## src/rtl/sisc_core_p.sv

```systemverilog
// sisc_core_p: parametrised multicycle SISC processor tile.
//
// Executes the 32-bit SISC encoding (op/mm/rd/rs/rt/imm16) one instruction at
// a time through FETCH -> DECODE -> EXECUTE -> {MEM ->} WRITEBACK. Both memory
// ports use a req/ack handshake, so instruction and data memories may take any
// number of cycles to respond.
//
// Ports:
//   clk, rst_f                 clock, asynchronous active-low reset
//   imem_req/addr/ack/rdata    instruction fetch port (addr = PC)
//   dmem_req/we/addr/wdata     data access request (we=1 store, 0 load)
//   dmem_ack/rdata             data access completion / load data
//   stat_out                   status flags {C,V,N,Z}
//   pc_out                     current PC
//   halted                     core stopped by HLT (until reset)
module sisc_core_p #(
    parameter int DATA_W = 32,
    parameter int ADDR_W = 16,
    parameter int NREG   = 16,
    parameter logic [ADDR_W-1:0] RESET_PC = '0
) (
    input  logic              clk,
    input  logic              rst_f,
    output logic              imem_req,
    output logic [ADDR_W-1:0] imem_addr,
    input  logic              imem_ack,
    input  logic [31:0]       imem_rdata,
    output logic              dmem_req,
    output logic              dmem_we,
    output logic [ADDR_W-1:0] dmem_addr,
    output logic [DATA_W-1:0] dmem_wdata,
    input  logic              dmem_ack,
    input  logic [DATA_W-1:0] dmem_rdata,
    output logic [3:0]        stat_out,
    output logic [ADDR_W-1:0] pc_out,
    output logic              halted
);

    typedef enum logic [2:0] {
        S_FETCH, S_DECODE, S_EXEC, S_MEM, S_WB, S_HALT
    } state_t;

    localparam int MSB = DATA_W - 1;

    state_t              state_reg, state_next;
    logic [ADDR_W-1:0]   pc_reg;
    logic [31:0]         ir_reg;
    logic [3:0]          stat_reg;
    logic [DATA_W-1:0]   a_reg, b_reg, d_reg, res_reg;
    logic [ADDR_W-1:0]   addr_reg;

    logic [3:0]          op, mm, rd, rs, rt;
    logic [DATA_W-1:0]   imm_ext;
    logic [ADDR_W-1:0]   imm_a;
    logic [DATA_W-1:0]   rf_view [16];

    assign op      = ir_reg[31:28];
    assign mm      = ir_reg[27:24];
    assign rd      = ir_reg[23:20];
    assign rs      = ir_reg[19:16];
    assign rt      = ir_reg[15:12];
    assign imm_ext = DATA_W'($signed(ir_reg[15:0]));
    assign imm_a   = ir_reg[ADDR_W-1:0];

    // Register file: R0 and indices beyond NREG are hard zero with no storage.
    genvar gi;
    generate
        for (gi = 0; gi < 16; gi++) begin : g_rf
            if (gi != 0 && gi < NREG) begin : g_impl
                logic [DATA_W-1:0] r_reg;
                always_ff @(posedge clk or negedge rst_f) begin
                    if (!rst_f)
                        r_reg <= '0;
                    else if (state_reg == S_WB && rd == 4'(gi))
                        r_reg <= res_reg;
                end
                assign rf_view[gi] = r_reg;
            end else begin : g_zero
                assign rf_view[gi] = '0;
            end
        end
    endgenerate

    // ALU: carry/overflow derived from a one-bit-wider add and subtract.
    logic [DATA_W:0]   sum_ext, diff_ext;
    logic [DATA_W-1:0] alu_res;
    logic              alu_c, alu_v, alu_valid;

    assign sum_ext   = {1'b0, a_reg} + {1'b0, b_reg};
    assign diff_ext  = {1'b0, a_reg} - {1'b0, b_reg};
    assign alu_valid = ~mm[3];

    always_comb begin
        alu_res = '0;
        alu_c   = 1'b0;
        alu_v   = 1'b0;
        case (mm[2:0])
            3'd0: begin
                alu_res = sum_ext[MSB:0];
                alu_c   = sum_ext[DATA_W];
                alu_v   = (a_reg[MSB] == b_reg[MSB]) && (alu_res[MSB] != a_reg[MSB]);
            end
            3'd1: begin
                alu_res = diff_ext[MSB:0];
                alu_c   = ~diff_ext[DATA_W];
                alu_v   = (a_reg[MSB] != b_reg[MSB]) && (alu_res[MSB] != a_reg[MSB]);
            end
            3'd2: alu_res = a_reg & b_reg;
            3'd3: alu_res = a_reg | b_reg;
            3'd4: alu_res = a_reg ^ b_reg;
            3'd5: alu_res = ~a_reg;
            3'd6: begin
                alu_res = {a_reg[MSB-1:0], 1'b0};
                alu_c   = a_reg[MSB];
            end
            default: begin
                alu_res = {1'b0, a_reg[MSB:1]};
                alu_c   = a_reg[0];
            end
        endcase
    end

    // BRA/BRR: taken when unconditional (mm=0) or any selected flag set.
    // BNE/BNR: taken when none of the selected flags is set.
    logic take_pos, take_neg;
    assign take_pos = (mm == 4'h0) || ((stat_reg & mm) != 4'h0);
    assign take_neg = ((stat_reg & mm) == 4'h0);

    always_ff @(posedge clk or negedge rst_f) begin
        if (!rst_f)
            state_reg <= S_FETCH;
        else
            state_reg <= state_next;
    end

    always_comb begin
        state_next = state_reg;
        case (state_reg)
            S_FETCH:  if (imem_ack) state_next = S_DECODE;
            S_DECODE: state_next = S_EXEC;
            S_EXEC: begin
                case (op)
                    4'h1, 4'h2: state_next = alu_valid ? S_WB : S_FETCH;
                    4'h8, 4'hC: state_next = S_MEM;
                    4'hF:       state_next = S_HALT;
                    default:    state_next = S_FETCH;
                endcase
            end
            S_MEM:    if (dmem_ack) state_next = (op == 4'h8) ? S_WB : S_FETCH;
            S_WB:     state_next = S_FETCH;
            S_HALT:   state_next = S_HALT;
            default:  state_next = S_FETCH;
        endcase
    end

    always_ff @(posedge clk or negedge rst_f) begin
        if (!rst_f) begin
            pc_reg   <= RESET_PC;
            ir_reg   <= '0;
            stat_reg <= '0;
            a_reg    <= '0;
            b_reg    <= '0;
            d_reg    <= '0;
            res_reg  <= '0;
            addr_reg <= '0;
        end else begin
            case (state_reg)
                S_FETCH: begin
                    if (imem_ack) begin
                        ir_reg <= imem_rdata;
                        pc_reg <= pc_reg + ADDR_W'(1);
                    end
                end
                S_DECODE: begin
                    a_reg <= rf_view[rs];
                    b_reg <= (op == 4'h2) ? imm_ext : rf_view[rt];
                    d_reg <= rf_view[rd];
                end
                S_EXEC: begin
                    case (op)
                        4'h1, 4'h2: begin
                            if (alu_valid) begin
                                res_reg  <= alu_res;
                                stat_reg <= {alu_c, alu_v, alu_res[MSB], alu_res == '0};
                            end
                        end
                        4'h4: if (take_pos) pc_reg <= imm_a;
                        4'h5: if (take_pos) pc_reg <= pc_reg + imm_a;
                        4'h6: if (take_neg) pc_reg <= imm_a;
                        4'h7: if (take_neg) pc_reg <= pc_reg + imm_a;
                        4'h8, 4'hC: addr_reg <= a_reg[ADDR_W-1:0] + imm_a;
                        default: ;
                    endcase
                end
                S_MEM: begin
                    if (dmem_ack && op == 4'h8)
                        res_reg <= dmem_rdata;
                end
                default: ;
            endcase
        end
    end

    // imem_req is gated by rst_f so a pending fetch drops the moment reset
    // asserts; the data port drops with the asynchronous state reset.
    assign imem_req   = rst_f && (state_reg == S_FETCH);
    assign imem_addr  = pc_reg;
    assign dmem_req   = (state_reg == S_MEM);
    assign dmem_we    = dmem_req && (op == 4'hC);
    assign dmem_addr  = addr_reg;
    assign dmem_wdata = d_reg;
    assign stat_out   = stat_reg;
    assign pc_out     = pc_reg;
    assign halted     = (state_reg == S_HALT);

endmodule

```

## config.mk

```make
export PLATFORM = sky130hd
export DESIGN_NAME = sisc_core_p
export DESIGN_NICKNAME = d
export VERILOG_FILES = /design/src/rtl/sisc_core_p.sv
export SDC_FILE = /design/constraint.sdc
export NUM_CORES = 2
export LEC_CHECK = 0
export CORE_UTILIZATION = 55
export DETAILED_ROUTE_END_ITERATION = 16
export PLACE_DENSITY = 0.79
export SETUP_SLACK_MARGIN = 0.05
export SYNTH_ARGS = -nofsm -noshare
export SYNTH_HDL_FRONTEND = slang
export SYNTH_SLANG_ARGS = --single-unit
```

## constraint.sdc

```tcl
create_clock -name clk -period 6 [get_ports clk]
set_clock_uncertainty 0.05 [all_clocks]
set_input_delay 1.2 -clock clk [delete_from_list [all_inputs] [get_ports clk]]
set_output_delay 1.2 -clock clk [all_outputs]
set_load 0.02 [all_outputs]
```

# Word level (Yosys, flattened, before mapping)
# Index checks and enable logic that the tools add are counted.
# word_totals
ff_bits	679
in_bits	68
out_inout_bits	88
wordCells	159
# classes
n_addsub	5
magnitude_cmp	3
n_eq_ne	49
muxes	30
n_bitwise	10
reduce_logical	38
# op_table
operator	count
binary-select mux 32 bit (select 4 bit)	3
2-to-1 mux 32 bit	10
one-hot mux 32 bit (7 select lines)	1
2-to-1 mux 16 bit	5
one-hot mux 16 bit (4 select lines)	1
one-hot mux 32 bit (2 select lines)	1
equality test 4 bit, second input constant	11
adder 32 x 32 -> 33 bit	1
subtractor 32 x 32 -> 33 bit	1
adder 16 bit	2
bitwise AND 32 bit	1
equality test 4 x 3 -> 1 bit, second input constant	8
logical NOT 32 bit	1
inverter 32 bit	1
bitwise OR 32 bit	1
one-hot mux 16 bit (2 select lines)	1
XOR 32 bit	1
logical AND 1 bit	20
adder 16 x 1 -> 16 bit, second input constant	1
equality test 3 bit, second input constant	5
>= comparator 5 bit, second input constant	3
inverter 4 -> 5 bit	3
one-hot mux 3 bit (5 select lines)	1
equality test 3 x 2 -> 1 bit, second input constant	4
other kinds (26)	48

# Logic depth before layout (Yosys ltp)
# logic_depth
word_depth	6
ltp_mapped	15

# Worst setup path before layout
# OpenSTA, ideal clock, no wires.
# synth_path
kind	reg2reg
start	register a_reg[12]
end	register stat_reg[0] (netlist: stat_out[0])
setup_ps	92
t_arrival_ps	3221
required_ps	5858
setup_slack_ps	2638
path_stages_with_launch	15
path_buffers	1
period_less_slack_ps	3362
cell_sequence	dfrtp_1 inv_1 ha_1 buf_4 a21oi_1 o21a_1 nor4b_1 a21oi_2 a211oi_2 xnor2_1 nor2_1 o32a_1 a2111oi_2 o2111ai_1 o31ai_2
# synth_between
elab_chain_cells	3
elab_cells_between_ends	8
cone_classes	2 x add/sub; 1 x mux; 4 x bitwise; 1 x reduce/logical
# synth_rtl
element	line	source
start, declared	49	logic [DATA_W-1:0] a_reg, b_reg, d_reg, res_reg;
start signal, assigned	175	a_reg <= rf_view[rs];
subtractor 32 x 32 -> 33 bit, or another cell as far along	90	assign diff_ext = {1'b0, a_reg} - {1'b0, b_reg};
one-hot mux 32 bit (7 select lines) *	97	case (mm[2:0])
logical NOT 32 bit *	184	stat_reg <= {alu_c, alu_v, alu_res[MSB], alu_res == '0};
end signal, assigned	184	
end, declared	48	logic [3:0] stat_reg;
# Every way passes the cells marked *; elsewhere a longest branch is shown, timed or not.
# A chain may end at the register's enable or synchronous reset.

# Final worst setup path
# layout_path
start	register ir_reg[24]
end	register res_reg[8]
# layout_between
elab_chain_cells	5
elab_cells_between_ends	11
cone_classes	6 x eq/ne; 4 x mux; 1 x reduce/logical
# layout_rtl
element	line	source
start, declared	47	logic [31:0] ir_reg;
start signal, assigned	170	ir_reg <= imem_rdata;
equality test 3 bit, or another cell as far along	97	
one-hot mux 32 bit (7 select lines) *	97	
2-to-1 mux 32 bit *	182	if (alu_valid) begin
2-to-1 mux 32 bit *	180	case (op)
one-hot mux 32 bit (2 select lines) *	167	case (state_reg)
end signal, assigned	183	res_reg <= alu_res;
end signal, assigned	197	res_reg <= dmem_rdata;
end, declared	49	
# Every way passes the cells marked *; elsewhere a longest branch is shown, timed or not. The select of a mux whose other input is x is not followed.

==> impl_metrics.csv <==
group,metric,value,unit
route,via_per_inst,7.10,
final_layout,final_cell_mix,"dfrtp_1 (664), mux2_2 (566), nand2_1 (408)",
power,p_sw,9.94,mW
logic_synthesis,synthArstFlopShare,100,%
clock_network,clk_latency,0.64,ns
setup_path,worstPathRequired,6.51,ns
setup_path,cp_cell_sequence,"buf_4 -> nor2b_1 -> nand2_1 -> buf_4 -> o22ai_1 -> nor3_1 -> a211oi_1 -> mux2i_1 -> o21ai_0",
clock_network,cts-resized-gates,0,
route,routed-via-count,35977,
final_layout,num-fill-cells,6301,
power,power.leakage,22.1,nW
placed_design,hpwl,98800,µm
clock_network,clk_path_buf_depth,3,
power,seq_power_share,31.3,%
setup_path,critPathKind,"reg2reg",
power,comb_power_share,46.5,%
global_route,grt_max_degree,179,
flow_run,max_cap_violations,0,
setup_path,crit_path_end_kind,"flip-flop",
power,p_clk_share,22.2,%
clock_network,cts-hold-fix-buffers,0,
sta,period_share,73.2,%
final_layout,largest_register_ffs,480,
setup_path,cp.arrival,4.90,ns
logic_synthesis,syn-num-nets,4188,
sta,period_needed,4.39,ns
logic_synthesis,synth_area,0.0455,mm²
power,vdd_drop_max,0.333,mV
min_path,hold_class,"reg2reg",
floorplan,dieWidth,290,µm
logic_synthesis,synthFlopType,"dfrtp_1",
logic_synthesis,synth_seq_area_share,37.3,%
sta,rsz0062_at_grt,"false",
logic_synthesis,synth_warnings,0,
setup_path,cp-endpoint,"res_reg[8]$_DFFE_PN0P_",
logic_synthesis,syn_area_per_cell,11.4,µm²
final_layout,final_common_cell,"dfrtp_1",
floorplan,num_rows,105,
global_route,grt_pass1_wl,226000,µm
setup_path,worst_path_largest_cell_delay,0.73,ns
clock_network,cts_tree,"yes",
clock_network,cts_htree_levels,3,
logic_synthesis,synth_cells,3979,
setup_path,worstReg2RegStart,"ir_reg[24]$_DFFE_PN0P_",
logic_synthesis,synth_edf_count,0,
power,swShare,45.2,%
power,power_density,436,mW/mm²
floorplan,start_util,55.5,%
clock_network,cts.sinks,679,
clock_network,post_cts_buffers,0,
floorplan,dieHeight,290,µm
clock_network,clk_pin_slew,0.06,ns
sta,slew_headroom,8.87,%
floorplan,die_area,0.0839,mm²
placed_design,io_buffers,155,
floorplan,io_pins,156,
global_route,grt_pass1_vias,35385,
setup_path,cpMaxStageDelayCell,"dfrtp_2",
sta,setup_viol,0,
setup_path,cp_common_cell,"buf_4",
sta,hold_viol,0,
global_route,grt_use_total,36.1,%
setup_path,rr_endpoint,"res_reg[8]$_DFFE_PN0P_",
setup_path,crit_start,"ir_reg[24]$_DFFE_PN0P_",
logic_synthesis,ys_seq_elements,679,
setup_path,critPathMaxFanout,30,
placed_design,placed_area,0.0478,mm²
route,ant_nets,0,
placed_design,place_congestion,1.02,
status,outcome,"finished clean",
floorplan,coreArea,0.0820,mm²
final_layout,syn2layout_area_growth,10.7,%
route,drc_errors,0,
sta,tns,0,ns
global_route,antenna_found_initial,4,
final_layout,final_nets,4144,
global_route,overflow,0,
route,firstDrtPassIters,6,
sta,max_freq,228,MHz
sta,max_slew.worst_pin.slew,1.36,ns
route,wl,151000,µm
power,intPower,12.0,mW
final_layout,drive_above_1_share,30.3,%
final_layout,multi_input_area,0.0267,mm²
sta,final_max_slew_viol_count,0,
clock_network,numCtsBuffers,76,
final_layout,stdcell_area,0.0504,mm²
setup_path,worstSetupStartpointType,"flip-flop",
logic_synthesis,synthDistinctLibCells,92,
route,drt_iter0_drc,4266,
setup_path,r2r_slack,1.61,ns
clock_network,cts_root_buf,"clkbuf_16",
setup_path,ff2ff_path_depth,9,
final_layout,seq_area,0.0170,mm²
route,drt-wirelength-per-cell,29.7,µm
## cell usage after synthesis (10+ instances only)
master	n	area [µm²]
dfrtp_1	679	17000
mux2_2	566	6370
nand2_1	414	1550
mux4_2	365	8220
o21ai_0	241	1210
clkbuf_1	232	871
a21oi_1	190	951
nor2_1	152	571
ha_1	137	1710
inv_1	122	458
mux2i_1	77	771
a22o_1	67	587
buf_1	65	244
a211oi_1	46	345
nor3_1	44	220
nand3_1	39	195
o31ai_1	34	255
buf_2	31	155
xnor2_1	31	272
a31oi_1	29	181
a21o_1	26	195
nor2b_1	24	150
buf_4	23	173
nand2b_1	23	144
and3_1	20	125
a221oi_1	18	158
o22ai_1	17	106
nor4_1	14	87.6
o211ai_1	13	97.6
nand4_1	12	75.1
o221ai_1	12	105
xor2_1	12	105
o21a_1	10	75.1
## critical path, delay by kind of cell (launching register included)
kind	cells	cell delay, ns
and+or+nand+nor	3	1.05
AOI/OAI and AO/OA	3	1.11
DFF	1	0.73
buffers and inverters	2	0.87
muxes	1	0.44
## through the flow
stage / total power [mW] / util [%] / setup WS [ns] / cells / hold WS (ns)
4_1_cts: 21.7 / 61.4 / 1.88 / 5066 / 0.428
5_1_grt: 22.8 / 61.4 / 1.55 / 5066 / 0.455
3_5_place_dp: 16.8 / 58.3 / 1.91 / 4927 / 0.414
6_report: 22.0 / 61.4 / 1.61 / 5067 / 0.422
3_3_place_gp: 16.7 / 58.3 / 1.91 / 4927 / 0.408
2_1_floorplan: 13.2 / - / 2.64 / 3979 / 0.425
## kinds of logic after synthesis
family          count (synthesis)  synth area share, %
xor+xnor                       43                0.827
compound gates                841                 12.3
fa+ha+maj                     141                 3.94
buf+inv                       476                 4.22
mux                          1008                 33.8
simple gates                  791                 7.62
flops                         679                 37.3
## worst min-delay path by stage
stage | start | endpoint | slack (ns) | cells after the start
finish | dmem_wdata[10]$_DFFE_PN0N_ | dmem_wdata[10]$_DFFE_PN0N_ | 0.42 | 2
global placement | dmem_wdata[18]$_DFFE_PN0N_ | dmem_wdata[18]$_DFFE_PN0N_ | 0.41 | 2
CTS | dmem_wdata[4]$_DFFE_PN0N_ | dmem_wdata[4]$_DFFE_PN0N_ | 0.43 | 2
detailed placement | dmem_wdata[4]$_DFFE_PN0N_ | dmem_wdata[4]$_DFFE_PN0N_ | 0.41 | 2
global route | dmem_wdata[24]$_DFFE_PN0N_ | dmem_wdata[24]$_DFFE_PN0N_ | 0.46 | 2
floorplan | b_reg[10]$_DFFE_PN0N_ | b_reg[10]$_DFFE_PN0N_ | 0.43 | 2
## power by group through the flow
stage / clock, mW / sequential, mW / combinational [mW]
2_1_floorplan: 0 / 5.90 / 7.29
3_3_place_gp: 0 / 6.82 / 9.83
3_5_place_dp: 0 / 6.88 / 9.91
4_1_cts: 4.91 / 6.81 / 9.96
5_1_grt: 5.09 / 6.97 / 10.7
6_report: 4.88 / 6.88 / 10.2
## layout make-up
cell class | count | area share [%]
diodes | 1 | 0.00497
multi-input cells | 2824 | 53.1
repair buffers | 230 | 4.41
flip-flops and latches | 679 | 33.8
clock inverters | 30 | 0.753
clock buffers | 109 | 4.36
well taps | 1070 | 2.66
inverters | 124 | 0.924
## routing by layer
| layer | GRT usage (%) | part of all wire [%] | vias to the layer above | routed length [µm] |
|---|---|---|---|---|
| met3 | 11.3 | 13 | 550 | 19100 |
| met2 | 54.1 | 45 | 2272 | 67200 |
| met1 | 47.9 | 38 | 18227 | 56600 |
| met5 | 0 | 0.010 | - | 15 |
| met4 | 17.1 | 5.2 | 4 | 7890 |
| li1 | - | - | 14924 | - |
Power figures use the tool's default switching activity.
